`config.mk`:
```
export PLATFORM = sky130hd
export DESIGN_NAME = digit_serial_adder
export DESIGN_NICKNAME = d
export VERILOG_FILES = /design/src/rtl/adder_pkg.sv /design/src/rtl/digit_serial_adder_ripple_slice.sv /design/src/rtl/digit_serial_adder.sv
export SDC_FILE = /design/constraint.sdc
export NUM_CORES = 1
export LEC_CHECK = 0
export BUFFER_PORTS_ARGS = -buffer_cell sky130_fd_sc_hd__buf_2
export CAP_MARGIN = 10
export CORE_MARGIN = 3
export CORE_UTILIZATION = 35
export CTS_CLUSTER_DIAMETER = 80
export CTS_CLUSTER_SIZE = 16
export DETAILED_ROUTE_END_ITERATION = 12
export SETUP_SLACK_MARGIN = 0.1
export SYNTH_ARGS = -nofsm -noshare
export SYNTH_HDL_FRONTEND = slang
export SYNTH_SLANG_ARGS = --single-unit
```
`constraint.sdc`:
```
create_clock -name clk -period 3.9 [get_ports clk]
set_input_delay 0 -clock clk [delete_from_list [all_inputs] [get_ports clk]]
set_output_delay 0 -clock clk [all_outputs]
set_load 0.1 [all_outputs]
```
`src/rtl/adder_pkg.sv`:
```
// Shared definitions for the digit-serial adder: FSM state encoding and a
// constant-evaluable ceil(log2) helper used to size the digit counter.
package adder_pkg;

    localparam logic [1:0] ST_IDLE = 2'd0;
    localparam logic [1:0] ST_RUN  = 2'd1;
    localparam logic [1:0] ST_DONE = 2'd2;

    function automatic int clog2(input int value);
        int result;
        int remaining;
        result    = 0;
        remaining = value - 1;
        while (remaining > 0) begin
            result++;
            remaining = remaining >> 1;
        end
        return result;
    endfunction

endpackage

```
`src/rtl/digit_serial_adder_ripple_slice.sv`:
```
// Combinational DIGIT-bit ripple-carry slice; the only adder hardware in the
// digit-serial datapath.
module ripple_slice #(
    parameter int DIGIT = 4
) (
    input  logic [DIGIT-1:0] a_i,
    input  logic [DIGIT-1:0] b_i,
    input  logic             cin_i,
    output logic [DIGIT-1:0] s_o,
    output logic             cout_o
);

    logic carry;

    always_comb begin
        s_o   = '0;
        carry = cin_i;
        for (int i = 0; i < DIGIT; i++) begin
            s_o[i] = a_i[i] ^ b_i[i] ^ carry;
            carry  = (a_i[i] & b_i[i]) | (carry & (a_i[i] ^ b_i[i]));
        end
        cout_o = carry;
    end

endmodule

```
`src/rtl/digit_serial_adder.sv`:
```
// Multi-cycle WIDTH-bit adder, DIGIT bits per clock through one ripple slice.
// Define ADDER_OVF_EN to add the registered signed-overflow output ovf.
module digit_serial_adder
    import adder_pkg::*;
#(
    parameter int WIDTH = 16,
    parameter int DIGIT = 4
) (
    input  logic             clk,
    input  logic             rst,
    input  logic             in_valid,
    output logic             in_ready,
    input  logic [WIDTH-1:0] a,
    input  logic [WIDTH-1:0] b,
    input  logic             cin,
    output logic             out_valid,
    input  logic             out_ready,
`ifdef ADDER_OVF_EN
    output logic             ovf,
`endif
    output logic [WIDTH-1:0] s,
    output logic             cout
);

    localparam int N  = WIDTH / DIGIT;
    localparam int CW = (clog2(N) > 0) ? clog2(N) : 1;

    logic [1:0]       state_q, state_d;
    logic [CW-1:0]    cnt_q, cnt_d;
    logic [WIDTH-1:0] aSh_q, aSh_d;
    logic [WIDTH-1:0] bSh_q, bSh_d;
    logic             carry_q, carry_d;
    logic [WIDTH-1:0] s_q, s_d;
    logic             cout_q, cout_d;
`ifdef ADDER_OVF_EN
    logic             ovf_q, ovf_d;
`endif

    logic [DIGIT-1:0] sliceS;
    logic             sliceCout;
    logic             lastDigit;
    int               digitBase;

    ripple_slice #(.DIGIT(DIGIT)) uSlice (
        .a_i    (aSh_q[DIGIT-1:0]),
        .b_i    (bSh_q[DIGIT-1:0]),
        .cin_i  (carry_q),
        .s_o    (sliceS),
        .cout_o (sliceCout)
    );

    assign lastDigit = (cnt_q == CW'(N - 1));
    assign in_ready  = (state_q == ST_IDLE);
    assign out_valid = (state_q == ST_DONE);
    assign s         = s_q;
    assign cout      = cout_q;
`ifdef ADDER_OVF_EN
    assign ovf       = ovf_q;
`endif

    // Operands shift right so the current digit always sits in the low DIGIT bits;
    // on the final digit those low bits carry the original sign bits for ovf.
    always_comb begin
        state_d   = state_q;
        cnt_d     = cnt_q;
        aSh_d     = aSh_q;
        bSh_d     = bSh_q;
        carry_d   = carry_q;
        s_d       = s_q;
        cout_d    = cout_q;
`ifdef ADDER_OVF_EN
        ovf_d     = ovf_q;
`endif
        digitBase = int'(cnt_q) * DIGIT;
        case (state_q)
            ST_IDLE: begin
                if (in_valid && in_ready) begin
                    aSh_d   = a;
                    bSh_d   = b;
                    carry_d = cin;
                    cnt_d   = '0;
                    s_d     = '0;
                    cout_d  = 1'b0;
`ifdef ADDER_OVF_EN
                    ovf_d   = 1'b0;
`endif
                    state_d = ST_RUN;
                end
            end
            ST_RUN: begin
                s_d[digitBase +: DIGIT] = sliceS;
                carry_d = sliceCout;
                aSh_d   = aSh_q >> DIGIT;
                bSh_d   = bSh_q >> DIGIT;
                cnt_d   = cnt_q + 1'b1;
                if (lastDigit) begin
                    cout_d  = sliceCout;
`ifdef ADDER_OVF_EN
                    ovf_d   = (aSh_q[DIGIT-1] == bSh_q[DIGIT-1]) &&
                              (sliceS[DIGIT-1] != aSh_q[DIGIT-1]);
`endif
                    state_d = ST_DONE;
                end
            end
            ST_DONE: begin
                if (out_ready) begin
                    state_d = ST_IDLE;
                end
            end
            default: begin
                state_d = ST_IDLE;
            end
        endcase
    end

    always_ff @(posedge clk) begin
        if (rst) begin
            state_q <= ST_IDLE;
            cnt_q   <= '0;
            aSh_q   <= '0;
            bSh_q   <= '0;
            carry_q <= 1'b0;
            s_q     <= '0;
            cout_q  <= 1'b0;
`ifdef ADDER_OVF_EN
            ovf_q   <= 1'b0;
`endif
        end else begin
            state_q <= state_d;
            cnt_q   <= cnt_d;
            aSh_q   <= aSh_d;
            bSh_q   <= bSh_d;
            carry_q <= carry_d;
            s_q     <= s_d;
            cout_q  <= cout_d;
`ifdef ADDER_OVF_EN
            ovf_q   <= ovf_d;
`endif
        end
    end

endmodule

```
# Word level (Yosys, flattened, before mapping)

Cells that the tools add are included.

Add/subtract/negate cells: 2
Multipliers: 0
Divide/modulo/power cells: 0
Order comparisons: 0
Equal/unequal tests: 6
Shift-type cells: 2
Muxes and demuxes: 18
Bitwise gates (word level): 20
Reductions and logical operators: 6

Operators by type and width:

| cell                                                  | number |
|---|---|
| one-hot mux 16 bit (2 select lines)                   | 3 |
| 2-to-1 mux 16 bit                                     | 3 |
| negator 4 -> 33 bit                                   | 1 |
| variable shift 4 x 33 -> 16 bit, first input constant | 1 |
| variable part select 4 x 33 -> 16 bit                 | 1 |
| bitwise mux 16 bit                                    | 1 |
| AND 1 bit                                             | 8 |
| 2-to-1 mux 2 bit                                      | 4 |
| bitwise XOR 1 bit                                     | 8 |
| one-hot mux 2 bit (3 select lines)                    | 1 |
| AND reduction 3 bit                                   | 2 |
| == test 2 bit, second input constant                  | 2 |
| != test 2 x 1 -> 1 bit, second input constant         | 2 |
| OR 1 bit                                              | 4 |
| one-hot mux 1 bit (2 select lines)                    | 2 |
| one-hot mux 2 bit (2 select lines)                    | 1 |
| 2-to-1 mux 1 bit                                      | 3 |
| adder 2 x 1 -> 2 bit, second input constant           | 1 |
| == test 2 x 1 -> 1 bit, second input constant         | 1 |
| logical NOT 2 bit                                     | 1 |
| != test 2 bit, second input constant                  | 1 |
| AND reduction 2 bit                                   | 1 |
| nonzero test 2 bit                                    | 1 |
| logical AND 1 bit                                     | 1 |

Flip-flop bits (word level): 54
Latch bits: 0
Bits in writable memories: 0
ROM bits: 0
Input bits: 37
Output and inout port bits: 19
Logic and storage cells: 61
Memories: 0

# Longest topological paths before layout

Gate-level depths: netlist of run 1.

Depth after elaboration: 11
Gate-level depth with buffers: 10
Gate-level depth less buffers: 10

# Hierarchy

From an unflattened synthesis of run 1, not the netlist that was laid out.

Cells, all modules: 250
Area, all modules: 2,593.7 µm²

Modules (own cells, without submodules):

| module             | times used | cells each | area an instance (µm²) | seq. area each (µm²) |
|---|---|---|---|---|
| digit_serial_adder | 1          | 236        | 2,476.1                | 1,081.0 |
| ripple_slice       | 1          | 14         | 117.6                  | 0.0 |

# Worst setup path before layout of run 1

Ideal clock, no wire load.

Path type: reg2reg
From: reg state_q[1]
To: reg state_q[1]
Setup time: 0.071 ns
Data arrival time: 2.230 ns
Data required time: 3.829 ns
Setup slack: 1.599 ns
Cell stages (with the launch flop): 5
Path buffers: 1
Clock period less this slack: 2.301 ns
Cell sequence: dfxtp_1 buf_2 nor2b_1 nand2b_1 a21oi_1

Elaborated cells on any way between the ends: 9
Classes of those cells: eq/ne (5); mux (1); reduce/logical (3)

RTL lines:

| element                                 | RTL line                  | source |
|---|---|---|
| start, declared                         | digit_serial_adder.sv:28  | `logic [1:0] state_q, state_d;` |
| start signal, assigned                  | digit_serial_adder.sv:129 | `state_q <= state_d;` |
| == test 2 bit *                         | -                         |  |
| named net out_valid                     | digit_serial_adder.sv:16  | `output logic out_valid,` |
| != test 2 x 1 -> 1 bit (no source line) | -                         |  |
| AND reduction 3 bit (no source line)    | -                         |  |

The timed path passes the listed nets; every way through them passes the cells marked *.
A chain may end at the register's enable or synchronous reset.

# Worst setup path after layout of run 1

From: reg aSh_q[0]
To: reg s_q[7], in the netlist s[7]

Longest elaborated chain between the ends: 11
Elaborated cells on any way between the ends: 15
Classes of those cells: shift (1); mux (2); bitwise (12)

RTL lines:

| element                                 | RTL line                                                                     | source |
|---|---|---|
| start, declared                         | digit_serial_adder.sv:30                                                     | `logic [WIDTH-1:0] aSh_q, aSh_d;` |
| start signal, assigned                  | digit_serial_adder.sv:131                                                    | `aSh_q <= aSh_d;` |
| bitwise XOR 1 bit                       | digit_serial_adder_ripple_slice.sv:19, digit_serial_adder_ripple_slice.sv:20 |  |
| AND 1 bit                               | digit_serial_adder_ripple_slice.sv:20                                        | `carry = (a_i[i] & b_i[i]) \| (carry & (a_i[i] ^ b_i[i]));` |
| OR 1 bit                                | digit_serial_adder_ripple_slice.sv:20                                        |  |
| AND 1 bit                               | digit_serial_adder_ripple_slice.sv:20                                        |  |
| OR 1 bit                                | digit_serial_adder_ripple_slice.sv:20                                        |  |
| AND 1 bit                               | digit_serial_adder_ripple_slice.sv:20                                        |  |
| OR 1 bit                                | digit_serial_adder_ripple_slice.sv:20                                        |  |
| bitwise XOR 1 bit                       | digit_serial_adder_ripple_slice.sv:19                                        | `s_o[i] = a_i[i] ^ b_i[i] ^ carry;` |
| variable part select 4 x 33 -> 16 bit * | digit_serial_adder.sv:91                                                     | `s_d[digitBase +: DIGIT] = sliceS;` |
| bitwise mux 16 bit *                    | digit_serial_adder.sv:91                                                     |  |
| one-hot mux 16 bit (2 select lines) *   | digit_serial_adder.sv:75                                                     | `case (state_q)` |
| end signal, assigned                    | digit_serial_adder.sv:123                                                    | `s_q <= '0;` |
| end signal, assigned                    | digit_serial_adder.sv:134                                                    | `s_q <= s_d;` |
| end, declared                           | digit_serial_adder.sv:33                                                     | `logic [WIDTH-1:0] s_q, s_d;` |

Every way passes the cells marked *; elsewhere a longest branch is shown, timed or not.

==> key figures, run 1 <==
Run status
  • Status: complete, no violations

Clocking
  • Buffer depth of the longest clock path: 2
  • CTS Buf Count: 5
  • Clock sinks: 54
  • CTS root buffer: clkbuf_8
  • Setup bufs post-CTS: 0
  • CTS hold repair buffers: 9
  • H-Tree Depth: 2
  • Clock Latency Late Sink: a little over 300 ps
  • Post-CTS sizing: 0
  • Reg clk slew, reported paths: around 100 ps
  • TritonCTS clock tree: built

Die
  • Die area: 8310 um2
  • DIE WIDTH: 91.2 um
  • Core ar.: ~7000 um2
  • Site row count: 30
  • Die Ht: around 91 um
  • Initial core utilization: 36.8%
  • # IOs: 56

Finish
  • Post-Layout Cell Count: 400
  • Reg area: ~1100 um2
  • Share of cells above drive strength 1: between 30% and 40%
  • Synth-to-Final Area Change: 17.7%
  • Fillers: between 700 and 800
  • Diodes inserted: 0
  • Final layout net count: roughly 350
  • Area of the multi-input gates: 1260 um2

Yosys
  • Number of synthesized register bits: between 50 and 60
  • Yosys warning total: 0
  • EDFF count, synth: 0
  • Main area contributors after synthesis: dfxtp_1 43%, a211oi_2 9.9%, o2bb2ai_1 5.9%
  • Post-synthesis cell count: around 250
  • Share of synthesized flip-flops with an asynchronous set or reset: 0%
  • Most numerous cell in the Yosys netlist: dfxtp_1
  • Post-synthesis cell type count: 34
  • Sequential fraction of the synthesis area: between 40% and 50%
  • Synthesized area per cell: around 10 um2
  • Most frequent cells after synthesis: 54 x dfxtp_1, 38 x nor2_1, 20 x a211oi_2
  • Top_reg_cell synth: dfxtp_1
  • Synth top area share: 42.6%
  • Dominant cell type by area after synthesis: dfxtp_1
  • Synthesized area: around 2500 um2
  • Mapped Nets: approximately 300

Power and ir drop
  • Peak supply drop: approximately 0.16 mV
  • Leak Pwr: around 0.0012 uW
  • Final Power: 1220 uW
  • PwrDens: approximately 400 nW/um2

Timing
  • Unrepaired setup endpoints after global routing: no
  • Max-slew violations: 0
  • Clk_skew: 8.10 ps
  • Final setup vio count: 0
  • Worst-Margin Slew: between 1000 and 1500 ps
  • Max frequency: about 440 MHz
  • Final hold vios: 0
  • Minimum clock period: roughly 2300 ps
  • Slew HR: about 25%
  • Final setup TNS: 0 ps
  • Fin crit share: between 50% and 60%

Worst setup path
  • Crit path kind: flop to flop
  • CP cell instances: inv_1 -> fa_1 -> inv_1 -> fa_1 -> inv_1 -> fa_1 -> inv_1 -> fa_1 -> a22o_1
  • Critical path fanouts, max: 4
  • Crit path capture type: flop
  • Worst path arrival time: 2510 ps
  • Reg2reg path depth: 9
  • Data required, critical path: between 4000 and 5000 ps
  • CP startpoint kind: flop
  • Crit-path max cell delay: a little under 500 ps
  • Worst path slowest cell: fa_1

Drt
  • DRC violations left: 0
  • Routed len/inst: ~15 um
  • Drt initial violations: between 100 and 150
  • Total Wirelength: 5990 um
  • Antenna-violating nets left: 0
  • Via density: 5.17
  • Total number of vias: just over 2000
  • Drt pass-1 iters: 4

GRT
  • Met1 GRT Util: between 20% and 30%
  • First-pass GRT wire length: roughly 10000 um
  • Remaining global-route overflow: 0
  • GRT Util Overall: between 10 and 15%
  • Initial antenna violation count: 0
  • Met2 usage in global routing: about a quarter
  • Met3 usage: under 10%
  • Vias in the first global route: approximately 2100
  • Largest net degree at the start of global routing: 45
  • Most used routing layer: met2

Min path
  • Hold path cells: 3
  • Hold Crit Class: primary input to flop

Placement
  • HPWL Detailed: 4030 um
  • I/O Buffers: 55
  • Placed cells: about 380
  • Placer congestion estimate: about 0.7

Job
  • Max Cap Violations: 0
==> placed cells by master, fill, tap and decap left out, types with 5 or more instances in the layout <==
cell / synthesis / final
inv_1: 11 / 11
clkbuf_8: 0 / 5
a21oi_1: 5 / 5
o22ai_1: 16 / 16
buf_2: 10 / 55
dlygate4sd3_1: 0 / 9
a221oi_1: 5 / 5
o2bb2ai_1: 17 / 17
nand3_1: 10 / 10
a211oi_2: 20 / 20
nor2_1: 38 / 38
dfxtp_1: 54 / 54
o21ai_0: 5 / 5
a22o_1: 8 / 8
a22oi_1: 5 / 5
==> sequential cells by signal (all words and copies together), names as in the netlist <==
name     count
carry_q      1
aSh_q       16
cnt_q        2
cout         1
state_q      2
bSh_q       16
s           16
==> area by class of cell <==
cell class | instances | share of cell area [%]
multi-input combinational | 165 | 42.2
sequential | 54 | 36.2
timing repair buffer | 65 | 12.5
tap | 96 | 4.02
clock buffer | 5 | 2.30
inverter | 12 | 1.51
clock inverter | 3 | 1.34
==> logic make-up after synthesis <==
logic type / after synthesis / synth area share (%)
adder cells (fa/ha/maj): 8 / 5.12
buffers and inverters: 34 / 7.73
AND/OR/NAND/NOR: 64 / 12.4
flip-flops: 54 / 42.6
AO/OA/AOI/OAI: 88 / 30.0
multiplexers: 5 / 2.17
==> final timing paths <==
path	end	slack, ps	from
worst max-delay path	s[7]	1600	aSh_q[0]
worst min-delay path	aSh_q[11]	60	a[11]
worst max register to register	s[7]	1600	aSh_q[0]
worst min register to register	s[10]	460	s[10]
==> where the power goes <==
part           switching (uW)  leakage [uW]  internal (uW)  total (uW)
Clock                     187     0.0000579            189         376
Combinational             141      0.000724           92.3         234
Sequential               25.5      0.000443            586         612
==> critical path, delay by kind of cell, from the launching register on <==
family,cells,cell delay (ps)
fa+ha+maj,4,1400
flops,1,320
buf+inv,4,250
compound gates,1,240
==> metal layers <==
layer / vias to the layer above / share of wire [%]
li1: 1019 / -
met1: 990 / 49
met2: 53 / 46
met3: 7 / 4.2
met4: 0 / 0.93
met5: - / 0
==> stage by stage <==
stage	cell area [um2]	utilization [%]	setup WS (ps)	hold slack (ps)
2_1_floorplan	2540	-	1600	148
3_3_place_gp	2790	40.4	1640	236
3_5_place_dp	2790	40.4	1600	258
4_1_cts	2990	43.3	1590	59.6
6_report	2990	43.3	1600	63.8
5_1_grt	2990	43.3	1490	69.1
(Power assumes the default switching activity.)
==> run 2: changes to the inputs <==
==> constraint.sdc (replaced) <==
create_clock -name clk -period 2.2 [get_ports clk]
set_input_delay 0 -clock clk [delete_from_list [all_inputs] [get_ports clk]]
set_output_delay 0 -clock clk [all_outputs]
set_load 0.1 [all_outputs]
==> run 2 against run 1 <==
Power increased by 80%; critical path type unchanged; highest routed layer unchanged; cell count increased by 2.8%; hold slack got worse by 12 ps; cell area is 3.5% higher.
==> key figures, run 2 (same netlist as run 1, synthesis figures left out) <==
Worst setup path
  • Reg2reg end: s[11] (was s[7])
  • R2R setup slack: 20 ps (was 1600 ps)
  • CP startpoint kind: flop (unchanged)
  • Worst path arrival time: 2390 ps (was 2510 ps)
  • Data required, critical path: 2410 ps (was 4110 ps)
  • Crit path kind: flop to flop (unchanged)
  • Worst R2R Start: aSh_q[0] (unchanged)
  • Reg2reg path depth: 9 (unchanged)
  • Crit path capture type: flop (unchanged)
  • Critical path fanouts, max: 4 (unchanged)

GRT
  • First-pass GRT wire length: 10400 um (was 10200 um)
  • Remaining global-route overflow: 0 (unchanged)
  • Largest net degree at the start of global routing: 39 (was 45)
  • GRT Util Overall: 15.4% (was 14.9%)
  • Initial antenna violation count: 0 (unchanged)
  • Vias in the first global route: 2140 (was 2086)

Die
  • Initial core utilization: 36.8% (unchanged)
  • Core ar.: 6910 um2 (unchanged)
  • Site row count: 30 (unchanged)
  • Die area: 8310 um2 (unchanged)
  • DIE WIDTH: 91.2 um (unchanged)
  • Die Ht: 91.2 um (unchanged)
  • # IOs: 56 (unchanged)

Placement
  • Pre-CTS WS: -77.4 ps (was 1600 ps)
  • Placed cells: 392 (was 383)
  • Placer congestion estimate: 0.768 (was 0.716)
  • I/O Buffers: 55 (unchanged)
  • HPWL Detailed: 4240 um (was 4030 um)

Timing
  • Slew HR: 56.2% (was 25.1%)
  • Final worst slack: 18.8 ps (was 1600 ps)
  • Minimum clock period: 2180 ps (was 2300 ps)
  • Clk_skew: 9.77 ps (was 8.10 ps)
  • Final setup vio count: 0 (unchanged)
  • Unrepaired setup endpoints after global routing: yes (was no)
  • Max frequency: 458 MHz (was 436 MHz)
  • Worst-Margin Slew: 656 ps (was 1120 ps)
  • Fin crit share: 99.1% (was 58.8%)
  • Final hold vios: 0 (unchanged)
  • Max-slew violations: 0 (unchanged)

Clocking
  • H-Tree Depth: 2 (unchanged)
  • Reg clk slew, reported paths: 100 ps (about the same)
  • Clock sinks: 54 (unchanged)
  • TritonCTS clock tree: built (unchanged)
  • Buffer depth of the longest clock path: 2 (unchanged)
  • CTS root buffer: clkbuf_8 (unchanged)
  • CTS Buf Count: 5 (unchanged)
  • Clock Latency Late Sink: 310 ps (about the same)

Power and ir drop
  • PwrDens: 710 nW/um2 (was 408 nW/um2)
  • Leak Pwr: 0.00127 uW (was 0.00123 uW)
  • Peak supply drop: 0.335 mV (was 0.162 mV)

Drt
  • Drt pass-1 iters: 4 (unchanged)
  • Total Wirelength: 6130 um (was 5990 um)
  • DRC violations left: 0 (unchanged)
  • Antenna-violating nets left: 0 (unchanged)
  • Total number of vias: 2084 (was 2069)
  • Met2 routed WL: 2850 um (was 2770 um)
  • Met1 wire length: 2940 um (was 2920 um)
  • WL met3: 256 um (was 251 um)
  • Drt initial violations: 81 (was 110)
  • Routed len/inst: 14.9 um (was 15.0 um)
  • Via density: 5.07 (was 5.17)
  • DR top layer: met4 (unchanged)

Finish
  • Diodes inserted: 0 (unchanged)
  • Final layout net count: 359 (was 348)
  • Post-Layout Cell Count: 411 (was 400)
  • Synth-to-Final Area Change: 21.9% (was 17.7%)
  • Util after Layout: 44.8% (was 43.3%)
  • Share of cells above drive strength 1: 38.4% (was 31.9%)
  • Most common cell after layout, fill and taps aside: buf_2 (unchanged)
  • Most frequent cells in the layout: 55 x buf_2, 51 x dfxtp_1, 38 x nor2_1, 20 x a211oi_2, 17 x o2bb2ai_1 (was 55 x buf_2, 54 x dfxtp_1, 38 x nor2_1, 20 x a211oi_2, 17 x o2bb2ai_1)

Run status
  • Status: complete, no violations (unchanged)

Min path
  • Worst Hold End: aSh_q[0] (was aSh_q[11])
  • Hold Crit Class: primary input to flop (unchanged)
  • Hold path cells: 3 (unchanged)
  • Hold path startpoint: a[0] (was a[11])

Job
  • Max Cap Violations: 0 (unchanged)
[run 2: timing repair]
item / CTS / global route
gates cloned: 0 / 0
hold buffers: 10 / 0
buffers inserted: 1 / 0
pin swaps: 7 / 1
resized for setup: 3 / 2
hold endpoints to repair: 11 / 0
endpoints found under the setup margin: 5 / 6
[run 2: report_power, final]
group          switching [uW]  internal (uW)  total (uW)
clock network             333            336         668
registers                41.5           1040        1080
logic                     262            186         448
total                     636           1560        2200
[run 2: how the worst max path moves through the flow]
stage | start | to | slack (ps) | depth (start not counted)
finish | aSh_q[0] | s[11] | 20 | 9
global route | aSh_q[0] | s[7] | -40 | 9
CTS | aSh_q[0] | s[15] | 20 | 9
detailed placement | bSh_q[0] | s[3] | -80 | 9
global placement | carry_q | s[7] | -40 | 9
floorplan | carry_q | s[15] | 40 | 9
[run 2: per-stage QoR]
step                      hold WS (ps)  power [uW]  TNS (ps)  cell area, um2
final                             52.1        2200         0            3100
after global routing              63.9        2310      -153            3100
after CTS                         44.5        2220         0            3090
after detailed placement           247        1540      -253            2870
after global placement             237        1530      -135            2870
after floorplan                    148        1430         0            2550
[run 2: area by class of cell]
class | instances | area [um2]
inverters | 12 | 45.0
fillers | 726 | 3810
multi-input cells | 165 | 1270
clock buffers | 5 | 68.8
clock inverters | 3 | 40.0
well taps | 96 | 120
repair buffers | 76 | 462
flip-flops and latches | 54 | 1080
[run 2: per-layer routing]
layer / track usage, % / vias up
li1: - / 1047
met1: 20.8 / 986
met2: 24.5 / 44
met3: 3.15 / 7
met4: 4.65 / 0
met5: 0 / -
[run 2: worst max-delay path, stage by stage, from the launching register on]
cell     delay (ps)
dfxtp_2         330
inv_2            40
fa_2            380
inv_2            60
fa_2            180
inv_2            40
fa_2            330
inv_2            60
fa_2            470
a22o_1          210
